$ cat src/rtl/seq_pattern_gen.sv
// Serial pattern generator: shifts PATTERN out MSB-first in (repeat_cnt+1) bursts separated by GAP_LEN idle cycles.
// Optional macro SEQGEN_PARITY_EN appends an odd-parity bit (PARITY state, code 100) after every burst.
module seq_pattern_gen #(
  parameter int                 PAT_LEN    = 5,
  parameter logic [PAT_LEN-1:0] PATTERN    = 5'b10101,
  parameter int                 GAP_LEN    = 2,
  parameter logic               IDLE_LEVEL = 1'b0
) (
  input  logic       clk,
  input  logic       reset,
  input  logic       ena,
  input  logic       start,
  input  logic       abort,
  input  logic [3:0] repeat_cnt,
  output logic       output_bit,
  output logic       bit_valid,
  output logic       busy,
  output logic       done,
  output logic [2:0] present_state
);

  typedef enum logic [2:0] {
    IDLE   = 3'b000,
    SEND   = 3'b001,
    GAP    = 3'b010,
    DONE   = 3'b011,
    PARITY = 3'b100
  } state_t;

  // Pattern is zero-extended to 16 bits so a 4-bit index always selects exactly.
  localparam logic [15:0] PAT_EXT  = 16'(PATTERN);
  localparam logic [3:0]  LAST_IDX = 4'(PAT_LEN - 1);
  localparam logic [3:0]  GAP_LOAD = (GAP_LEN > 0) ? 4'(GAP_LEN - 1) : 4'd0;
`ifdef SEQGEN_PARITY_EN
  localparam logic        PARITY_BIT = ~(^PATTERN);
`endif

  state_t     state, state_nxt;
  logic [3:0] bit_idx, idx_nxt;
  logic [3:0] burst_cnt, burst_nxt;
  logic [3:0] gap_cnt, gap_nxt;
  logic       bit_q, bit_nxt;
  logic       valid_q, valid_nxt;
  logic       busy_q, busy_nxt;
  logic       done_q, done_nxt;
  logic       burst_end;

  always_comb begin
    state_nxt = state;
    idx_nxt   = bit_idx;
    burst_nxt = burst_cnt;
    gap_nxt   = gap_cnt;
    bit_nxt   = IDLE_LEVEL;
    valid_nxt = 1'b0;
    done_nxt  = 1'b0;
    burst_end = 1'b0;

    case (state)
      IDLE: begin
        if (start && !abort) begin
          state_nxt = SEND;
          idx_nxt   = LAST_IDX;
          burst_nxt = repeat_cnt;
          bit_nxt   = PAT_EXT[LAST_IDX];
          valid_nxt = 1'b1;
        end
      end
      SEND: begin
        if (bit_idx != 4'd0) begin
          idx_nxt   = bit_idx - 4'd1;
          bit_nxt   = PAT_EXT[idx_nxt];
          valid_nxt = 1'b1;
        end else begin
`ifdef SEQGEN_PARITY_EN
          state_nxt = PARITY;
          bit_nxt   = PARITY_BIT;
          valid_nxt = 1'b1;
`else
          burst_end = 1'b1;
`endif
        end
      end
      GAP: begin
        if (gap_cnt == 4'd0) begin
          state_nxt = SEND;
          idx_nxt   = LAST_IDX;
          bit_nxt   = PAT_EXT[LAST_IDX];
          valid_nxt = 1'b1;
        end else begin
          gap_nxt = gap_cnt - 4'd1;
        end
      end
      DONE: begin
        state_nxt = IDLE;
      end
`ifdef SEQGEN_PARITY_EN
      PARITY: begin
        burst_end = 1'b1;
      end
`endif
      default: begin
        state_nxt = IDLE;
      end
    endcase

    // The final cycle of a burst decides between finishing, idling, or restarting.
    if (burst_end) begin
      if (burst_cnt == 4'd0) begin
        state_nxt = DONE;
        done_nxt  = 1'b1;
      end else if (GAP_LEN > 0) begin
        state_nxt = GAP;
        gap_nxt   = GAP_LOAD;
        burst_nxt = burst_cnt - 4'd1;
      end else begin
        state_nxt = SEND;
        idx_nxt   = LAST_IDX;
        bit_nxt   = PAT_EXT[LAST_IDX];
        valid_nxt = 1'b1;
        burst_nxt = burst_cnt - 4'd1;
      end
    end

    if (abort && (state != IDLE)) begin
      state_nxt = IDLE;
      bit_nxt   = IDLE_LEVEL;
      valid_nxt = 1'b0;
      done_nxt  = 1'b0;
    end

    busy_nxt = (state_nxt != IDLE);
  end

  always_ff @(posedge clk or negedge reset) begin
    if (!reset) begin
      state     <= IDLE;
      bit_idx   <= 4'd0;
      burst_cnt <= 4'd0;
      gap_cnt   <= 4'd0;
      bit_q     <= IDLE_LEVEL;
      valid_q   <= 1'b0;
      busy_q    <= 1'b0;
      done_q    <= 1'b0;
    end else if (ena) begin
      state     <= state_nxt;
      bit_idx   <= idx_nxt;
      burst_cnt <= burst_nxt;
      gap_cnt   <= gap_nxt;
      bit_q     <= bit_nxt;
      valid_q   <= valid_nxt;
      busy_q    <= busy_nxt;
      done_q    <= done_nxt;
    end
  end

  assign output_bit    = bit_q;
  assign bit_valid     = valid_q;
  assign busy          = busy_q;
  assign done          = done_q;
  assign present_state = state;

endmodule

$ cat config.mk
export PLATFORM = sky130hd
export DESIGN_NAME = seq_pattern_gen
export DESIGN_NICKNAME = d
export VERILOG_FILES = /design/src/rtl/seq_pattern_gen.sv
export SDC_FILE = /design/constraint.sdc
export NUM_CORES = 1
export LEC_CHECK = 0
export BUFFER_PORTS_ARGS = -buffer_cell sky130_fd_sc_hd__buf_4
export CORE_MARGIN = 2
export CORE_UTILIZATION = 31
export CTS_CLUSTER_DIAMETER = 120
export DETAILED_ROUTE_END_ITERATION = 16
export PLACE_DENSITY = 0.55
export SYNTH_ARGS = -nofsm -noshare
export SYNTH_HDL_FRONTEND = slang
export SYNTH_SLANG_ARGS = --single-unit
$ cat constraint.sdc
create_clock -name clk -period 1.8 [get_ports clk]
set_input_delay 0.18 -clock clk [delete_from_list [all_inputs] [get_ports clk]]
set_output_delay 0.18 -clock clk [all_outputs]
set_load 0.01 [all_outputs]
==> results of run 1 <==
## metal layers
metal  vias up  track usage [%]
met4         0             6.38
met2        23             23.6
met1       529             18.6
met5         -                0
met3         4             2.56
li1        532                -
## sequential cells by signal (all words and copies together) (netlist names)
register,cells
bit_idx,4
busy,1
done,1
output_bit,1
gap_cnt,4
bit_valid,1
present_state,3
burst_cnt,4
## repair_timing
action                                 in CTS  in global routing
setup endpoints to repair                   6                 11
buffers inserted                            1                  3
hold buffers                                1                  0
pin swaps                                   0                  3
endpoints found under the hold margin      19                  0
gates resized for setup                     7                  9
## logic make-up after synthesis
group | count (synthesis)
and+or+nand+nor | 42
AOI/OAI and AO/OA | 35
buffers and inverters | 19
DFF | 19
adders and majority gates | 4
muxes | 3
xor gates and xnor gates | 1
## cell type report
type | instances | area (µm²)
clock inverter | 1 | 5.00
inverter | 14 | 52.6
clock buffer | 3 | 41.3
tap | 48 | 60.1
multi-input combinational | 85 | 708
sequential | 19 | 475
timing repair buffer | 38 | 292
fill | 379 | 2050
## Yosys cell counts (all sizes together), types with 4 or more instances
| library cell | number |
|---|---|
| dfrtp | 19 |
| inv | 14 |
| o21ai | 9 |
| nor2 | 7 |
| or3b | 6 |
| a22o | 4 |
| ha | 4 |
| nand3 | 4 |
## report_power, final
part	internal, mW	total [mW]	leakage (nW)	switching (mW)
clock	0.154	0.305	0.0255	0.151
combinational	0.751	1.33	0.478	0.581
sequential	0.578	0.751	0.243	0.172
## critical path, stage by stage (launching register included)
cell     delay [ns]
dfrtp_1        0.38
inv_1          0.06
ha_2           0.18
or3b_4         0.39
a22oi_2        0.20
and3_4         0.22
mux2_4         0.29
## final timing paths
check                                            start                        to  slack, ns
worst max register to register  gap_cnt[1]$_DFFE_PN0P_    bit_idx[1]$_DFFE_PN0P_      -0.03
worst min register to register        busy$_DFFE_PN0P_          busy$_DFFE_PN0P_       0.52
worst min-delay path                     repeat_cnt[3]  burst_cnt[3]$_DFFE_PN0P_       0.23
min in group asynchronous                        reset  burst_cnt[1]$_DFFE_PN0P_       0.33
worst max-delay path            gap_cnt[1]$_DFFE_PN0P_    bit_idx[1]$_DFFE_PN0P_      -0.03
max in group asynchronous                        reset    bit_idx[1]$_DFFE_PN0P_       1.27
## metrics by stage
step	TNS [ns]	area, µm²	power (mW)	cells	hold WS [ns]
2_1_floorplan	0	1210	1.44	123	-0.116
3_3_place_gp	-0.00249	1490	1.88	199	0.0692
3_5_place_dp	-0.182	1490	1.92	199	0.0729
4_1_cts	-0.0109	1580	2.28	205	0.234
5_1_grt	-0.253	1630	2.57	208	0.262
6_report	-0.0253	1630	2.39	208	0.234
==> summary.md, run 1 <==
| Metric | Value |
|---|---|
| Clk_skew | `approximately 0.0017 ns` |
| Power per Cell Area | `roughly 1500 nW/µm²` |
| Overall die height | `between 60 and 70 µm` |
| Gate count after technology mapping | `roughly 120` |
| Slew Limit Fails | `0` |
| # nets final | `174` |
| Unique masters post-synth | `45` |
| Detailed Route WL | `2950 µm` |
| Routability cong. | `between 0.7 and 0.8` |
| N_diodes | `0` |
| Fmax | `roughly 550 MHz` |
| Layout cells sized above 1 | `between 40% and 50%` |
| Core Footprint | `3690 µm²` |
| Fin crit share | `101%` |
| Post-synthesis mux area share | `under 10%` |
| Routed wl met2 | `1410 µm` |
| Post-route DRC violation count | `0` |
| Synthesized area | `1190 µm²` |
| Crit end category | `flop` |
| #FFs+latches synth | `19` |
| Slew headroom | `~73%` |
| CTS root buffer | `clkbuf_8` |
| Synthesis-to-layout area growth | `36.9%` |
| Leak Pwr | `about 0.75 nW` |
| CTS buffer count | `3` |
| Clk sinks | `19` |
| HPWL after DPL | `roughly 2200 µm` |
| Worst-Skew Late Latency | `between 0.2 and 0.3 ns` |
| # IOs | `16` |
| Clock-pin slew on the worst setup and hold paths | `0.08 ns` |
| Unrepaired setup endpoints after global routing | `yes` |
| Initial core utilization | `between 30 and 40%` |
| Avg Synthesized Cell Area | `about 9.7 µm²` |
| Most common cell after layout, fill and taps aside | `buf_4` |
| Crit start category | `flop` |
| Crit path arrival time | `between 1.5 and 2 ns` |
| Crit path required time | `between 1.5 and 2 ns` |
| 1st-pass router iterations | `4` |
| Largest net degree at the start of global routing | `26` |
| Post-synthesis sequential area ratio | `~40%` |
| Compound-Gate Fraction of Synth Area | `between 20% and 30%` |
| Post-synthesis adder-cell area fraction | `4.19%` |
| Synth area leaders | `dfrtp_1, inv_1, ha_1, o21ai_0, a22o_1` |
| Number of DRC markers in iteration 0 | `31` |
| Setup ws final | `-0.0253 ns` |
| Per-cell routed wire length | `about 14 µm` |
| Status | `complete, but fails checks` |
| Largest area contributor in the netlist | `dfrtp_1` |
| Crit Path Category | `reg2reg` |
| Global-route wire length before repair | `4770 µm` |
| Dpl ws | `-0.0729 ns` |
| Yosys warns | `0` |
| Most frequent cells in the layout | `buf_4, dfrtp_1, inv_1` |
| Violations in the final reports | `negative setup slack` |
| EDFF count, synth | `0` |
| CTS tree | `built` |
| Via count | `1088` |
| Minimum clock period | `between 1.5 and 2 ns` |
| Die area | `roughly 4400 µm²` |
| DRT met1 WL | `1390 µm` |
| Worst Path Max Fanout | `2` |
| Worst r2r path cells | `6` |
| Met3 wire len | `109 µm` |
| Final ANT Viol Nets | `0` |
| Final core occ | `approximately 44%` |
| Syn_nets | `approximately 140` |
| Hold Path Class | `in2reg` |
| H-tree depth reported by CTS | `1` |
| Share of the synthesized area in the top cell type | `between 30% and 40%` |
| Max_cap viols | `0` |
| Number of setup violations in the final report | `1` |
| VDD IR max | `around 0.52 mV` |
| Total grt overflow | `0` |
| Vias in the first global route | `between 1000 and 1500` |
| Initial antenna violation count | `0` |
| Synth Area in XOR/XNOR | `less than 1%` |
| Highest metal used | `met4` |
| Simple-Gate Fraction of Synth Area | `24.3%` |
| Longest Clk Path Bufs | `2` |
| Main synth FF type | `dfrtp_1` |
| Worst slew pin tran | `around 0.40 ns` |
| Largest family of logic cells by synthesized area | `simple AND/OR/NAND/NOR gates` |
| Share of synthesized registers carrying an async set or reset | `100%` |
| Row count | `22` |
| Min-Delay Path Depth | `3` |
| Final Hold Fails | `0` |
| Via density | `between 5 and 6` |
| Die W | `~66 µm` |
| Total GRT Usage | `14.4%` |
| Port Buffers | `15` |
No activity file was read; power rests on OpenSTA's default activity.
==> run 2: changes to the inputs <==
Settings changed: CORE_MARGIN 2 to unset, SETUP_SLACK_MARGIN set to 0.2.
==> summary.md, run 2 (synthesis results as in run 1) <==
| Metric | Value |
|---|---|
| Status | `complete, but fails checks` |
| Violations in the final reports | `negative setup slack` |
| Dpl cells | `198 (-0.50%)` |
| Row count | `22 (unchanged)` |
| Routed wl met2 | `1460 µm (+4.0%)` |
| Crit end category | `flop` |
| Met3 wire len | `123 µm (+13%)` |
| Crit start category | `flop` |
| # nets final | `182 (+4.6%)` |
| Worst-Skew Late Latency | `0.26 ns (about the same)` |
| Setup ws final | `-0.000622 ns (+0.0247 ns)` |
| Most frequent cells in the layout | `buf_4, dfrtp_1, inv_1` |
| Initial antenna violation count | `0 (unchanged)` |
| Largest net degree at the start of global routing | `26 (unchanged)` |
| Clk_skew | `0.00220 ns (+0.000546 ns)` |
| HPWL after DPL | `2030 µm (-6.9%)` |
| Non-Filler Instances | `216 (+3.8%)` |
| Leak Pwr | `0.796 nW (+6.7%)` |
| Largest regs | `bit_idx (4), burst_cnt (4), gap_cnt (4)` |
| Per-cell routed wire length | `13.7 µm (-3.3%)` |
| Core Footprint | `3690 µm² (unchanged)` |
| # IOs | `16 (unchanged)` |
| N_diodes | `0 (unchanged)` |
| Worst r2r src | `gap_cnt[1]$_DFFE_PN0P_` |
| Most common cell after layout, fill and taps aside | `buf_4` |
| Clk sinks | `19 (unchanged)` |
| Crit path arrival time | `1.95 ns (-0.02 ns)` |
| Overall die height | `64.1 µm (-3.0%)` |
| Initial core utilization | `32.4% (unchanged)` |
| Hold Path Class | `in2reg` |
| Crit path required time | `1.95 ns (about the same)` |
| Fin crit share | `100% (-1.4 points)` |
| Fillcell total | `339 (-11%)` |
| Max_cap viols | `0 (unchanged)` |
| CP max stage cell | `or3b_4` |
| Number of DRC markers in iteration 0 | `48 (+55%)` |
| Unrepaired setup endpoints after global routing | `yes` |
| Multi-input gate area | `788 µm² (+11%)` |
| Port Buffers | `15 (unchanged)` |
| Cell Chain, Critical Path | `inv_1 -> ha_2 -> or3b_4 -> a22oi_2 -> and3_4 -> mux2_4` |
| Slew headroom | `67.5% (-5.8 points)` |
| 1st-pass router iterations | `6 (+2)` |
| Highest metal used | `met4` |
| Longest Clk Path Bufs | `2 (unchanged)` |
| Detailed Route WL | `2960 µm (+0.41%)` |
| Worst slew pin tran | `0.482 ns (+0.0812 ns)` |
| Minimum clock period | `1.80 ns (-0.0247 ns)` |
| Routability cong. | `0.827 (+5.9%)` |
| Crit Path Category | `reg2reg` |
| Die W | `64.1 µm (-3.0%)` |
| Via count | `1107 (+1.7%)` |
| Number of setup violations in the final report | `1 (unchanged)` |
| Flop-to-flop setup slack | `-0.0006 ns (+0.02 ns)` |
| CTS buffer count | `3 (unchanged)` |
| VDD IR max | `0.691 mV (+32%)` |
| CP max stage delay | `0.39 ns (about the same)` |
| Post-route DRC violation count | `0 (unchanged)` |
| H-tree depth reported by CTS | `1 (unchanged)` |
| Power per Cell Area | `1490 nW/µm² (+1.7%)` |
| Final ANT Viol Nets | `0 (unchanged)` |
| CTS tree | `built` |
| Hold_sp | `repeat_cnt[3]` |
| Slew Limit Fails | `0 (unchanged)` |
| Worst Setup SP | `gap_cnt[1]$_DFFE_PN0P_` |
| Register area | `479 µm² (+0.79%)` |
| Clock-pin slew on the worst setup and hold paths | `0.07 ns (about the same)` |
| Die area | `4100 µm² (-6.0%)` |
| CTS root buffer | `clkbuf_8` |
| Synthesis-to-layout area growth | `49.2%` |
| Fmax | `555 MHz (+1.4%)` |
| Worst Path Max Fanout | `3 (+1)` |
| Layout cells sized above 1 | `50.6% (+10 points)` |
| Via density | `5.13 (-2.0%)` |
| DRT met1 WL | `1340 µm (-3.7%)` |
| Final Hold Fails | `0 (unchanged)` |
| Total grt overflow | `0 (unchanged)` |
| Global-route wire length before repair | `4860 µm (+1.9%)` |
| Total power draw | `2.64 mW (+11%)` |
| Total GRT Usage | `15.2% (+0.74 points)` |
| Vias in the first global route | `1063 (+3.0%)` |
## run 2: cell count changes in the layout (fill, tap and decap cells not counted), sizes merged
cell and change:
buf +8, clkbuf +1, clkinv -1
## run 2: area by class of cell
cell class	count	share of cell area [%]
multi-input combinational	85	44.3
tap	48	3.37
timing repair buffer	46	20.0
inverter	14	2.95
sequential	19	26.9
clock buffer	4	2.53
## run 2: stage by stage
| step | hold slack, ns | setup WS (ns) | util, % | TNS (ns) | instance area (µm²) |
|---|---|---|---|---|---|
| detailed placement | 0.0741 | 0.000908 | 40.8 | 0 | 1510 |
| global route | 0.286 | -0.0799 | 48.3 | -0.141 | 1780 |
| finish | 0.250 | -0.000622 | 48.3 | -0.000622 | 1780 |
| CTS | 0.254 | -0.000305 | 45.8 | -0.000305 | 1690 |
| floorplan | -0.116 | 0.0116 | - | 0 | 1240 |
| global placement | 0.0720 | -0.00511 | 40.8 | -0.00511 | 1510 |
## run 2: routing by layer
metal / GRT usage (%) / vias to the layer above
met4: 5.97 / 0
met2: 24.5 / 34
met1: 20.1 / 525
li1: - / 544
met5: 0 / -
met3: 2.50 / 4
## run 2: where the power goes
group | internal, mW | switching, mW
combinational | 0.928 | 0.683
clock | 0.157 | 0.145
sequential | 0.582 | 0.149
## run 2: path summary, 6_finish.rpt
path / cells past startpoint / to
worst min-delay path: 3 / burst_cnt[3]$_DFFE_PN0P_
worst max-delay path: 6 / bit_idx[1]$_DFFE_PN0P_
worst max register to register: 6 / bit_idx[1]$_DFFE_PN0P_
max in group asynchronous: 2 / present_state[2]$_DFFE_PN0P_
min in group asynchronous: 2 / burst_cnt[3]$_DFFE_PN0P_
worst min register to register: 2 / done$_DFFE_PN0P_
## run 2: timing repair
item                                   4_1_cts  5_1_grt
setup buffers                                4        9
pin swaps                                    8        9
setup endpoints to repair                   16       18
hold buffers                                 1        0
resized for setup                           25        7
endpoints found under the hold margin       19        0
## run 2: worst max-delay path: cells and delay by family, from the launching register on
family / cells / cell delay (ns)
fa+ha+maj: 1 / 0.16
simple gates: 2 / 0.61
compound gates: 1 / 0.18
mux: 1 / 0.29
buf+inv: 1 / 0.06
flops: 1 / 0.38
==> run 3: changes to the inputs <==
Settings changed: ABC_AREA set to 1, REMOVE_ABC_BUFFERS set to 1, SLEW_MARGIN set to 20.
==> summary.md, run 3 <==
| Metric | Value |
|---|---|
| Most common cell after layout, fill and taps aside | `nand2_1` |
| Port Buffers | `15 (unchanged)` |
| Layout cells sized above 1 | `20.6% (-30 points)` |
| Status | `complete, no violations` |
| Clk sinks | `19 (unchanged)` |
| Worst-Skew Late Latency | `0.26 ns (about the same)` |
| Critical Path Most Common Cell | `nand2_1` |
| Combinational group share of total power | `52.5% (-8.4 points)` |
| Flop-to-flop setup slack | `0.34 ns (+0.34 ns)` |
| Slew headroom | `76.2% (+8.7 points)` |
| HPWL after DPL | `2100 µm (+3.1%)` |
| Clock share of power | `13.6% (+2.2 points)` |
| Synthesis-to-layout area growth | `18.6%` |
| Worst r2r src | `bit_idx[0]$_DFFE_PN0P_` |
| Die W | `65.8 µm (+2.8%)` |
| Synthesized area | `1260 µm² (+5.8%)` |
| Fmax | `685 MHz (+23%)` |
| Final ANT Viol Nets | `0 (unchanged)` |
| Power per Cell Area | `1500 nW/µm² (+0.90%)` |
| Number of setup violations in the final report | `0 (-1)` |
| Clk_skew | `0.00524 ns (+0.00304 ns)` |
| Share of the synthesized area in the top cell type | `37.7% (-2.2 points)` |
| CP max stage delay | `0.41 ns (+0.02 ns)` |
| Yosys warns | `0 (unchanged)` |
| Crit path required time | `1.96 ns (about the same)` |
| Core Footprint | `3770 µm² (+2.2%)` |
| VDD IR max | `0.530 mV (-23%)` |
| Largest net degree at the start of global routing | `21 (-19%)` |
| CTS buffer count | `3 (unchanged)` |
| Post-route DRC violation count | `0 (unchanged)` |
| P_sw | `1.04 mW (+6.1%)` |
| Share of synthesized registers carrying an async set or reset | `100% (unchanged)` |
| Crit path arrival time | `1.62 ns (-0.33 ns)` |
| Total GRT Usage | `15.5% (+0.34 points)` |
| Via density | `4.56 (-11%)` |
| CTS root buffer | `clkbuf_8` |
| Die area | `4330 µm² (+5.6%)` |
| Min-Delay Path Depth | `3 (unchanged)` |
| Total grt overflow | `0 (unchanged)` |
| Row count | `22 (unchanged)` |
| N_diodes | `0 (unchanged)` |
| 1st-pass router iterations | `4 (-2)` |
| H-tree depth reported by CTS | `1 (unchanged)` |
| Most frequent cells in the layout | `nand2_1, nand3_1, dfrtp_1` |
| Cell Chain, Critical Path | `inv_1 -> ha_2 -> nand3_1 -> nor2_2 -> buf_4 -> a21oi_1 -> nand2_1 -> nand2_1` |
| # IOs | `16 (unchanged)` |
| Largest regs | `bit_idx (4), burst_cnt (4), gap_cnt (4)` |
| Longest Clk Path Bufs | `2 (unchanged)` |
| Crit end category | `flop` |
| Hold Path Class | `in2reg` |
| # nets final | `213 (+17%)` |
| Gate count after technology mapping | `180 (+46%)` |
| #FFs+latches synth | `19 (unchanged)` |
| Main synth FF type | `dfrtp_1` |
| Most common cell in the synthesized netlist | `nand2_1` |
| CTS tree | `built` |
| Hold Path Sink | `burst_cnt[0]$_DFFE_PN0P_` |
| Overall die height | `65.8 µm (+2.8%)` |
| Non-Filler Instances | `247 (+14%)` |
| Number of DRC markers in iteration 0 | `50 (+4.2%)` |
| Per-cell routed wire length | `11.2 µm (-19%)` |
| Clock-pin slew on the worst setup and hold paths | `0.08 ns (about the same)` |
| Flop pwr share | `33.9% (+6.2 points)` |
| Sw Ratio | `46.2% (+9.2 points)` |
| Vias in the first global route | `1119 (+5.3%)` |
| Final Hold Fails | `0 (unchanged)` |
| Slew Limit Fails | `0 (unchanged)` |
| EDFF count, synth | `0 (unchanged)` |
| Via count | `1126 (+1.7%)` |
| CP max stage cell | `dfrtp_1` |
| Avg Synthesized Cell Area | `7.01 µm² (-28%)` |
| Crit Path Category | `reg2reg` |
| Largest area contributor in the netlist | `dfrtp_1` |
| Global-route wire length before repair | `5110 µm (+5.1%)` |
| Detailed Route WL | `2760 µm (-6.8%)` |
| Unique masters post-synth | `25 (-44%)` |
| Dpl cells | `240 (+21%)` |
| Leak Pwr | `0.812 nW (+2.0%)` |
| Initial core utilization | `33.5% (+1.1 points)` |
| Worst slew pin tran | `0.356 ns (-0.126 ns)` |
| Worst r2r dst | `burst_cnt[2]$_DFFE_PN0P_` |
| Routability cong. | `0.767 (-7.3%)` |
| Unrepaired setup endpoints after global routing | `yes` |
| Setup TNS | `0 ns (+0.000622 ns)` |
| Synth area leaders | `dfrtp_1, nand2_1, nand3_1, inv_1, nor2_1` |
| Worst Path Max Fanout | `4 (+1)` |
| Max_cap viols | `0 (unchanged)` |
| Post-synthesis sequential area ratio | `37.7% (-2.2 points)` |
| Minimum clock period | `1.46 ns (-0.341 ns)` |
| Crit start category | `flop` |
| Hold_sp | `repeat_cnt[0]` |
| Internal power | `1.21 mW (-28%)` |
| Most frequent cells after synthesis | `nand2_1, nand3_1, dfrtp_1` |
| Initial antenna violation count | `0 (unchanged)` |
| Fin crit share | `81.1% (-19 points)` |
| Worst r2r path cells | `8 (+2)` |
run 3: cell count changes after synthesis, sizes merged, moves of 4 or more:
cell | before | now
a22o | 4 | 0
inv | 14 | 20
nand2 | 2 | 69
nand3 | 4 | 25
nor2 | 7 | 22
o21ai | 9 | 4
or3b | 6 | 0
run 3: worst max-delay path by stage:
stage                      startpoint                  endpoint
2_1_floorplan  bit_idx[0]$_DFFE_PN0P_  burst_cnt[3]$_DFFE_PN0P_
3_3_place_gp   bit_idx[0]$_DFFE_PN0P_    gap_cnt[2]$_DFFE_PN0P_
3_5_place_dp   bit_idx[0]$_DFFE_PN0P_    gap_cnt[2]$_DFFE_PN0P_
4_1_cts        bit_idx[0]$_DFFE_PN0P_    gap_cnt[2]$_DFFE_PN0P_
5_1_grt        gap_cnt[0]$_DFFE_PN0P_    bit_idx[2]$_DFFE_PN0P_
6_report       bit_idx[0]$_DFFE_PN0P_  burst_cnt[2]$_DFFE_PN0P_
run 3: repair_timing:
item                                   4_1_cts  5_1_grt
hold buffers                                 1        0
buffers inserted                             0        2
endpoints found under the hold margin       19        0
resized for setup                            0        4
setup endpoints to repair                    0        7
run 3: area by class of cell:
type / instances / area (µm²)
multi-input combinational: 136 / 694
tap: 48 / 60.1
clock buffer: 3 / 41.3
clock inverter: 1 / 5.00
fill: 397 / 2270
inverter: 22 / 83.8
timing repair buffer: 18 / 138
sequential: 19 / 475
run 3: cell families after synthesis:
group	Yosys count	synth area share (%)
AO/OA/AOI/OAI	10	4.46
XOR/XNOR	1	0.694
adder cells (fa/ha/maj)	4	3.96
buffers and inverters	25	8.62
flip-flops	19	37.7
AND/OR/NAND/NOR	121	44.6
run 3: worst max-delay path: cells and delay by family (launching register included):
family,cells,cell delay [ns]
simple gates,4,0.44
flops,1,0.41
buf+inv,2,0.25
fa+ha+maj,1,0.21
compound gates,1,0.05
run 3: layer usage:
| metal | wire (µm) | GRT usage, % | share of wire [%] |
|---|---|---|---|
| met1 | 1420 | 21.1 | 51 |
| met2 | 1230 | 24.5 | 44 |
| met3 | 80 | 3.10 | 2.9 |
| met4 | 36 | 4.89 | 1.3 |
| met5 | 0 | 0 | 0 |
run 3: power by group through the flow:
| stage | registers, mW | clock network [mW] | logic (mW) |
|---|---|---|---|
| 2_1_floorplan | 0.750 | 0 | 0.841 |
| 3_3_place_gp | 0.770 | 0 | 1.13 |
| 3_5_place_dp | 0.768 | 0 | 1.13 |
| 4_1_cts | 0.762 | 0.319 | 1.13 |
| 5_1_grt | 0.791 | 0.334 | 1.38 |
| 6_report | 0.760 | 0.306 | 1.18 |
run 3: stage by stage:
| stage | utilization, % | instance area [µm²] | total power, mW | worst slack (ns) | hold slack, ns |
|---|---|---|---|---|---|
| final | 39.7 | 1500 | 2.24 | 0.341 | 0.206 |
| after detailed placement | 37.4 | 1410 | 1.89 | 0.231 | 0.0790 |
| after CTS | 38.9 | 1470 | 2.21 | 0.206 | 0.203 |
| after global routing | 39.7 | 1500 | 2.51 | 0.202 | 0.227 |
| after floorplan | - | 1240 | 1.59 | 0.462 | -0.116 |
| after global placement | 37.4 | 1410 | 1.90 | 0.224 | 0.0743 |
